<file path="config.mk">
export PLATFORM = sky130hd
export DESIGN_NAME = proto245_cmd_engine
export DESIGN_NICKNAME = d
export VERILOG_FILES = /design/src/rtl/proto245_cmd_pkg.sv /design/src/rtl/proto245_cmd_txser.sv /design/src/rtl/proto245_cmd_engine.sv
export SDC_FILE = /design/constraint.sdc
export NUM_CORES = 1
export LEC_CHECK = 0
export ABC_AREA = 1
export BUFFER_PORTS_ARGS = -buffer_cell sky130_fd_sc_hd__buf_2
export CAP_MARGIN = 30
export CORE_MARGIN = 1
export CORE_UTILIZATION = 60
export DETAILED_ROUTE_END_ITERATION = 6
export HOLD_SLACK_MARGIN = 0.12
export PLACE_DENSITY = 0.79
export SETUP_SLACK_MARGIN = 0.1
export SLEW_MARGIN = 20
export SYNTH_ARGS = -nofsm -noshare
export SYNTH_HDL_FRONTEND = slang
export SYNTH_HIERARCHICAL = 1
export SYNTH_SLANG_ARGS = --single-unit
</file>
<file path="constraint.sdc">
create_clock -name fifo_clk -period 5.51 [get_ports fifo_clk]
set_input_delay 1.102 -clock fifo_clk [delete_from_list [all_inputs] [get_ports fifo_clk]]
set_output_delay 1.102 -clock fifo_clk [all_outputs]
set_load 0.02 [all_outputs]
</file>
<file path="src/rtl/proto245_cmd_pkg.sv">
// rtl/proto245_cmd_pkg.sv - opcodes, response codes and FSM states for the proto245a command engine
package proto245_cmd_pkg;

  localparam logic [7:0] OP_WR   = 8'hA5;
  localparam logic [7:0] OP_RD   = 8'h5A;
  localparam logic [7:0] RSP_OK  = 8'hAC;
  localparam logic [7:0] RSP_ERR = 8'hEE;

  typedef enum logic [2:0] {
    S_IDLE,
    S_ADDR,
    S_WDATA,
    S_BUS,
    S_RESP
  } state_t;

  function automatic logic [7:0] sat_inc8(input logic [7:0] v);
    return (v == 8'hFF) ? v : v + 8'd1;
  endfunction

endpackage

</file>
<file path="src/rtl/proto245_cmd_txser.sv">
// rtl/proto245_cmd_txser.sv - response serializer draining a loaded byte buffer into the TX FIFO
// Byte 0 of i_bytes goes out first; one push per cycle the FIFO is not full.
module proto245_cmd_txser #(
  parameter int NBYTES = 5,
  parameter int LEN_W  = $clog2(NBYTES + 1)
) (
  input  logic                  fifo_clk,
  input  logic                  fifo_rstn,
  input  logic                  i_load,
  input  logic [NBYTES*8-1:0]   i_bytes,
  input  logic [LEN_W-1:0]      i_len,
  input  logic                  txfifo_full,
  output logic [7:0]            txfifo_data,
  output logic                  txfifo_wr,
  output logic                  o_done
);

  logic [NBYTES*8-1:0] r_buf;
  logic [LEN_W-1:0]    r_cnt;
  logic                w_push;

  assign w_push      = (r_cnt != '0) && !txfifo_full;
  assign txfifo_wr   = w_push;
  assign txfifo_data = r_buf[7:0];
  assign o_done      = w_push && (r_cnt == LEN_W'(1));

  always_ff @(posedge fifo_clk or negedge fifo_rstn) begin
    if (!fifo_rstn) begin
      r_buf <= '0;
      r_cnt <= '0;
    end else if (i_load) begin
      r_buf <= i_bytes;
      r_cnt <= i_len;
    end else if (w_push) begin
      r_buf <= r_buf >> 8;
      r_cnt <= r_cnt - LEN_W'(1);
    end
  end

endmodule

</file>
<file path="src/rtl/proto245_cmd_engine.sv">
// rtl/proto245_cmd_engine.sv - host register-access engine: RX frame parser, bus master, TX responder
// Frames: A5 addr d0..dN (write) / 5A addr (read); replies AC [data] or EE.
module proto245_cmd_engine
  import proto245_cmd_pkg::*;
#(
  parameter int DATA_W      = 8,
  parameter int ADDR_W      = 8,
  parameter int REG_W       = 32,
  parameter int BUS_TIMEOUT = 64,
  parameter int RX_TIMEOUT  = 1024
) (
  input  logic              fifo_clk,
  input  logic              fifo_rstn,
  output logic              rxfifo_rd,
  input  logic [DATA_W-1:0] rxfifo_data,
  input  logic              rxfifo_valid,
  input  logic              rxfifo_empty,
  output logic [DATA_W-1:0] txfifo_data,
  output logic              txfifo_wr,
  input  logic              txfifo_full,
  output logic              bus_wr,
  output logic              bus_rd,
  output logic [ADDR_W-1:0] bus_addr,
  output logic [REG_W-1:0]  bus_wdata,
  input  logic [REG_W-1:0]  bus_rdata,
  input  logic              bus_ack,
  output logic [7:0]        err_cnt
);

  localparam int NB    = REG_W / 8;
  localparam int TXN   = NB + 1;
  localparam int LEN_W = $clog2(TXN + 1);
  localparam int BC_W  = $clog2(NB + 1);
  localparam int RXT_W = $clog2(RX_TIMEOUT + 1);
  localparam int BT_W  = $clog2(BUS_TIMEOUT + 1);
  localparam logic [BC_W-1:0] LAST_B = BC_W'(NB - 1);

  generate
    if (DATA_W != 8) begin : g_bad_data_w
      $fatal(1, "proto245_cmd_engine: DATA_W must be 8");
    end
  endgenerate

  state_t               r_state;
  logic                 r_pop_pend;
  logic                 r_is_wr;
  logic [BC_W-1:0]      r_bcnt;
  logic [RXT_W-1:0]     r_idle;
  logic [BT_W-1:0]      r_tmo;
  logic                 r_bus_wr;
  logic                 r_bus_rd;
  logic [ADDR_W-1:0]    r_addr;
  logic [REG_W-1:0]     r_wdata;
  logic [7:0]           r_err;
  logic                 r_tx_load;
  logic [TXN*8-1:0]     r_tx_bytes;
  logic [LEN_W-1:0]     r_tx_len;
  logic                 w_collect;
  logic                 w_take;
  logic                 w_tx_done;
  logic [7:0]           w_tx_byte;

  assign w_collect = (r_state == S_IDLE) || (r_state == S_ADDR) || (r_state == S_WDATA);
  assign rxfifo_rd = w_collect && !rxfifo_empty && !r_pop_pend;
  // Only the first valid after a pop belongs to us; stray valids are ignored.
  assign w_take    = r_pop_pend && rxfifo_valid;

  assign bus_wr      = r_bus_wr;
  assign bus_rd      = r_bus_rd;
  assign bus_addr    = r_addr;
  assign bus_wdata   = r_wdata;
  assign err_cnt     = r_err;
  assign txfifo_data = w_tx_byte;

  always_ff @(posedge fifo_clk or negedge fifo_rstn) begin
    if (!fifo_rstn) r_pop_pend <= 1'b0;
    else            r_pop_pend <= rxfifo_rd | (r_pop_pend & ~rxfifo_valid);
  end

  always_ff @(posedge fifo_clk or negedge fifo_rstn) begin
    if (!fifo_rstn) begin
      r_state    <= S_IDLE;
      r_is_wr    <= 1'b0;
      r_bcnt     <= '0;
      r_idle     <= '0;
      r_tmo      <= '0;
      r_bus_wr   <= 1'b0;
      r_bus_rd   <= 1'b0;
      r_addr     <= '0;
      r_wdata    <= '0;
      r_err      <= '0;
      r_tx_load  <= 1'b0;
      r_tx_bytes <= '0;
      r_tx_len   <= '0;
    end else begin
      r_tx_load <= 1'b0;
      case (r_state)
        S_IDLE: begin
          if (w_take) begin
            if (rxfifo_data == OP_WR || rxfifo_data == OP_RD) begin
              r_is_wr <= (rxfifo_data == OP_WR);
              r_idle  <= '0;
              r_state <= S_ADDR;
            end else begin
              r_tx_bytes <= (TXN*8)'(RSP_ERR);
              r_tx_len   <= LEN_W'(1);
              r_tx_load  <= 1'b1;
              r_err      <= sat_inc8(r_err);
              r_state    <= S_RESP;
            end
          end
        end
        S_ADDR, S_WDATA: begin
          if (w_take) begin
            r_idle <= '0;
            if (r_state == S_ADDR) begin
              r_addr <= ADDR_W'(rxfifo_data);
              r_bcnt <= '0;
              if (r_is_wr) begin
                r_state <= S_WDATA;
              end else begin
                r_bus_rd <= 1'b1;
                r_tmo    <= '0;
                r_state  <= S_BUS;
              end
            end else begin
              r_wdata[int'(r_bcnt)*8 +: 8] <= rxfifo_data;
              r_bcnt <= r_bcnt + BC_W'(1);
              if (r_bcnt == LAST_B) begin
                r_bus_wr <= 1'b1;
                r_tmo    <= '0;
                r_state  <= S_BUS;
              end
            end
          end else if (r_idle == RXT_W'(RX_TIMEOUT - 1)) begin
            r_idle  <= '0;
            r_err   <= sat_inc8(r_err);
            r_state <= S_IDLE;
          end else begin
            r_idle <= r_idle + RXT_W'(1);
          end
        end
        S_BUS: begin
          // Ack is checked first so a last-cycle ack still counts as success.
          if (bus_ack) begin
            r_bus_wr   <= 1'b0;
            r_bus_rd   <= 1'b0;
            r_tx_bytes <= {bus_rdata, RSP_OK};
            r_tx_len   <= r_bus_rd ? LEN_W'(TXN) : LEN_W'(1);
            r_tx_load  <= 1'b1;
            r_state    <= S_RESP;
          end else if (r_tmo == BT_W'(BUS_TIMEOUT - 1)) begin
            r_bus_wr   <= 1'b0;
            r_bus_rd   <= 1'b0;
            r_tx_bytes <= (TXN*8)'(RSP_ERR);
            r_tx_len   <= LEN_W'(1);
            r_tx_load  <= 1'b1;
            r_err      <= sat_inc8(r_err);
            r_state    <= S_RESP;
          end else begin
            r_tmo <= r_tmo + BT_W'(1);
          end
        end
        S_RESP: begin
          if (w_tx_done) r_state <= S_IDLE;
        end
        default: r_state <= S_IDLE;
      endcase
    end
  end

  proto245_cmd_txser #(
    .NBYTES (TXN),
    .LEN_W  (LEN_W)
  ) u_txser (
    .fifo_clk    (fifo_clk),
    .fifo_rstn   (fifo_rstn),
    .i_load      (r_tx_load),
    .i_bytes     (r_tx_bytes),
    .i_len       (r_tx_len),
    .txfifo_full (txfifo_full),
    .txfifo_data (w_tx_byte),
    .txfifo_wr   (txfifo_wr),
    .o_done      (w_tx_done)
  );

endmodule

</file>
== Yosys cells after proc, flatten, opt, wreduce, memory -nomap -nowiden ==
Index checks and enable logic that the tools add are counted.

* Add/sub/neg operators: 6
* Eq/ne operators: 30
* Shift operators: 2
* Mux-type cells: 63
* Bitwise gates (word level): 4
* Reduce and logical (&&, ||, !) cells: 30

{| class="wikitable"
|+ Operators with widths
! operator !! number
|-
| 40-bit 2-to-1 mux || 6
|-
| 40-bit case mux with 2 select lines || 1
|-
| 8-bit 2-to-1 mux || 7
|-
| 3-bit 2-to-1 mux || 17
|-
| 11-bit 2-to-1 mux || 4
|-
| 7-bit 2-to-1 mux || 6
|-
| 6-bit negator with 33-bit output || 1
|-
| 8-bit by 33-bit variable shift with 32-bit output (first input constant) || 1
|-
| 8-bit by 33-bit indexed part select with 32-bit output || 1
|-
| 32-bit bitwise mux || 1
|-
| 2-bit inequality test (second input constant) || 12
|-
| 8-bit case mux with 3 select lines || 1
|-
| 11-bit case mux with 2 select lines || 1
|-
| 8-bit equality test (second input constant) || 2
|-
| 5-bit AND reduction || 3
|-
| 7-bit case mux with 2 select lines || 1
|-
| 1-bit 2-to-1 mux || 13
|-
| 3-bit inequality test (second input constant) || 4
|-
| 3-bit case mux with 4 select lines || 1
|-
| 3-bit AND reduction || 4
|-
| 11-bit by 1-bit adder with 11-bit output (second input constant) || 1
|-
| 11-bit by 10-bit equality test with 1-bit output (second input constant) || 1
|-
| 3-bit by 2-bit equality test with 1-bit output (second input constant) || 3
|-
| 8-bit by 1-bit adder with 8-bit output (second input constant) || 1
|-
| 25 further kinds || 42
|}

* Flip-flop bits (word level): 163
* Input bits: 46

== Longest topological paths before layout ==
* Depth after elaboration: 6
* Depth in mapped cells: 13
* Gate-level depth less buffers: 12

== Cells and area by module ==
The synthesis kept the hierarchy.

{| class="wikitable"
|+ Modules (own cells, without submodules)
! module !! times used !! cells each !! area each (um^2) !! seq. area each (um^2)
|-
| proto245_cmd_engine || 1 || 612 || 5402.7 || 2802.7
|-
| proto245_cmd_txser || 1 || 288 || 2309.7 || 1076.0
|}

== Worst setup path after synthesis ==
No wires, ideal clock.

* Path type: input to output
* From: input rxfifo_empty
* To: output rxfifo_rd
* Data arrival time: 1621 ps
* Slack: 2787 ps
* Stages: 1
* Buffers on the path: 0
* Path through: nor3_1

* Word-level cells in the longest chain between the ends: 3

{| class="wikitable"
|+ RTL lines
! element !! RTL line !! text
|-
| start: declaration || proto245_cmd_engine.sv:17 || <nowiki>input logic rxfifo_empty,</nowiki>
|-
| 1-bit logical NOT || proto245_cmd_engine.sv:64 || <nowiki>assign rxfifo_rd = w_collect && !rxfifo_empty && !r_pop_pend;</nowiki>
|-
| 1-bit logical AND (2 in series) || proto245_cmd_engine.sv:64 ||
|-
| end: declaration || proto245_cmd_engine.sv:14 || <nowiki>output logic rxfifo_rd,</nowiki>
|}

Every way passes these cells.

== Worst setup path in the final report ==
* From: input txfifo_full
* To: output txfifo_wr

* Word-level cells in the longest chain between the ends: 2

{| class="wikitable"
|+ RTL lines
! element !! RTL line !! text
|-
| start: declaration || proto245_cmd_engine.sv:20 || <nowiki>input logic txfifo_full,</nowiki>
|-
| 1-bit logical NOT || proto245_cmd_txser.sv:22 || <nowiki>assign w_push = (r_cnt != '0) && !txfifo_full;</nowiki>
|-
| 1-bit logical AND || proto245_cmd_txser.sv:22 ||
|-
| end: declaration || proto245_cmd_engine.sv:19 || <nowiki>output logic txfifo_wr,</nowiki>
|}

Every way passes these cells.

==> metrics <==
vias in the first global route 5997; DR vias/cell 5.272; Initial Utilization 0.6136; Netlist cell types 42; DRC viols 0; clk root buf clkbuf_16; Mean Syn Cell Area 8.569 µm²; fin crit share 0.5498; largest net degree at the start of global routing 82; Final nets 1045; Final setup viols 0; Synth area leader dfrtp_1; Die ar. 13310 µm²; final wirelength 16650 µm; DP Worst Slack 2.490 ns; Critical Path End Type output port; Clk Latency, worst-skew pair 0.43 ns; Die W 115.4 µm; placement row count 41; DP HPWL 11060 µm; sequential fraction of the synthesis area 0.5029; worst-margin pin slew 0.5949 ns; top-area cell type share of the netlist area 0.5029; io pins 106; Final Critical Period 3.029 ns; GRT Util Overall 0.2744; CTS tree done; Layout area overhead 14.16%; GR Util met3 0.06747; Hold Path Class flip-flop to flip-flop; Initial DRT Pass Iterations 5; core area 12570 µm²; startpoint types input port; status completed; Syn. warnings 6; Setup WS post-layout 2.481 ns; WL/cell 14.18 µm; routing usage on met1 0.3446; crit-path leading delay family buffers and inverters; share of cells above drive strength 1 0.2415; Synth Instances 900; Setup Buffers After CTS 0; Slew headroom 0.6034; Req. time, crit path 4.41 ns; Fill cells 1011; CTS Sinks 155; Power Density 356.8 nW/µm²; EDFF count, synth 0; CTS Buf Count 17; RSZ-0062 raised after global routing no; Max Root-Sink Buffers 2; Die Ht 115.4 µm; Static Leak 4.665 nW; VDD IR-drop max 0.2963 mV; PostCTS Resize Cnt 0; commonest non-fill, non-tap cell in the layout nand2_1; Cell Chain, Critical Path buf_2 -> inv_1 -> nand2_4 -> inv_1 -> buf_2; fmax 330.1 MHz; GPL Wtd Cong 0.8589; Main synth FF type dfrtp_1; FF+latch count, synth 155; Fin. Hold Viols 0; critical path data arrival time 1.93 ns; most frequent cells in the layout nand2_1, dfrtp_1, buf_2; Antenna Nets Post-Route 0; Max Cap Viol 0; Multi-input gate area 3227 µm²; top cells by area, synth dfrtp_1, nand2_1, o21ai_2; DR vias 6189; CP max stage cell inv_1; Seq. cell area 3880 µm²; met2 Use GR 0.4611; count of input and output buffers 105; first-pass GRT wire length 28080 µm; Worst Path Class, Setup input port to output port; number of H-tree levels 4; skew final 0.009754 ns; CTS Hold Bufs 0; initial antenna violation count 0; mapped cell area 7712 µm²; GRT busiest layer met2; Worst-path clk slew 0.06 ns; GRT Residual Overflow 0; Setup TNS 0 ns; CP Buf/Inv Count 4; Iter 0 DRT Violations 496; Crit Path Max Fanout 17; ANT cells 0; Final Slew Violations 0; Post-synth ARST share 1.000; Critical Path Max Stage Delay 0.25 ns
## state kept, by name, indices dropped and copies added (netlist names), 2 cells and up
name / flops
r_tmo: 7
bus_addr: 8
r_state: 3
err_cnt: 8
r_tx_bytes: 33
u_txser/r_buf: 40
u_txser/r_cnt: 3
r_idle: 11
r_bcnt: 3
bus_wdata: 32
r_tx_len: 2
## worst min-delay path, cell delays in order (launching register included)
cell	delay [ns]
dfrtp_1	0.34
nand2_1	0.06
nand2_1	0.05
## cell type report
type | instances | area share
clock buffers | 18 | 0.04988
inverters | 71 | 0.03112
clock inverters | 14 | 0.02217
well taps | 172 | 0.02444
repair buffers | 108 | 0.06523
flip-flops and latches | 155 | 0.4407
multi-input cells | 636 | 0.3665
## final timing paths
| path | from | end | slack (ns) | depth (start not counted) |
|---|---|---|---|---|
| worst max-delay path | txfifo_full | txfifo_wr | 2.48 | 5 |
| worst min-delay path | r_tx_bytes[27]$_DFFE_PN0P_ | r_tx_bytes[27]$_DFFE_PN0P_ | 0.48 | 2 |
| worst max register to register | r_bcnt[0]$_DFFE_PN0P_ | bus_wdata[23]$_DFFE_PN0P_ | 3.17 | 7 |
| worst min register to register | r_tx_bytes[27]$_DFFE_PN0P_ | r_tx_bytes[27]$_DFFE_PN0P_ | 0.48 | 2 |
| max in group asynchronous | fifo_rstn | r_tmo[6]$_DFFE_PN0P_ | 3.71 | 3 |
| min in group asynchronous | fifo_rstn | r_tx_bytes[21]$_DFFE_PN0P_ | 0.56 | 1 |
## synth_stat cells, types with 3 or more instances
library cell,count
nand4_1,16
nand2_4,5
ha_1,10
nor2_4,3
inv_1,63
buf_6,14
nor2_2,5
o21ai_0,53
o21ai_2,44
a21oi_1,5
buf_2,11
xor2_1,9
buf_8,3
nor3_1,7
inv_2,6
o31ai_1,3
nand2_2,22
nand3_2,4
nand2_1,353
nor2_1,29
dfrtp_1,155
buf_4,10
o21ai_1,8
nand3_1,38
## cell families after synthesis
family                     count (synthesis)  synth area share
and+or+nand+nor                          491            0.2834
AOI/OAI and AO/OA                        121            0.1046
other                                      1         0.0004862
buffers and inverters                    111           0.07966
xor gates and xnor gates                  10           0.01136
DFF                                      155            0.5029
muxes                                      1          0.001298
adders and majority gates                 10           0.01622
## routing by layer
metal | routed length [µm] | share of wire
met3 | 802 | 0.048
met2 | 8223 | 0.49
met4 | 230 | 0.014
met5 | 0 | 0
met1 | 7389 | 0.44
## stage by stage
step                        util  power (mW)  cell area, µm²  instances  hold WS [ns]
after global placement    0.6479       1.885            8143       1141        0.4549
after global routing      0.7005       3.292            8805       1174        0.4917
after detailed placement  0.6501       1.904            8170       1142        0.4598
after floorplan                -       1.801            7720        902        0.4417
final                     0.7005       3.142            8805       1174        0.4767
after CTS                 0.7005       3.158            8805       1174        0.4756
## report_power, final
group | leakage [nW] | switching [mW] | internal [mW]
clock | 0.299 | 0.482 | 0.771
combinational | 2.26 | 0.439 | 0.173
sequential | 2.11 | 0.0690 | 1.21
total | 4.66 | 0.990 | 2.15
Power figures use the tool's default switching activity.
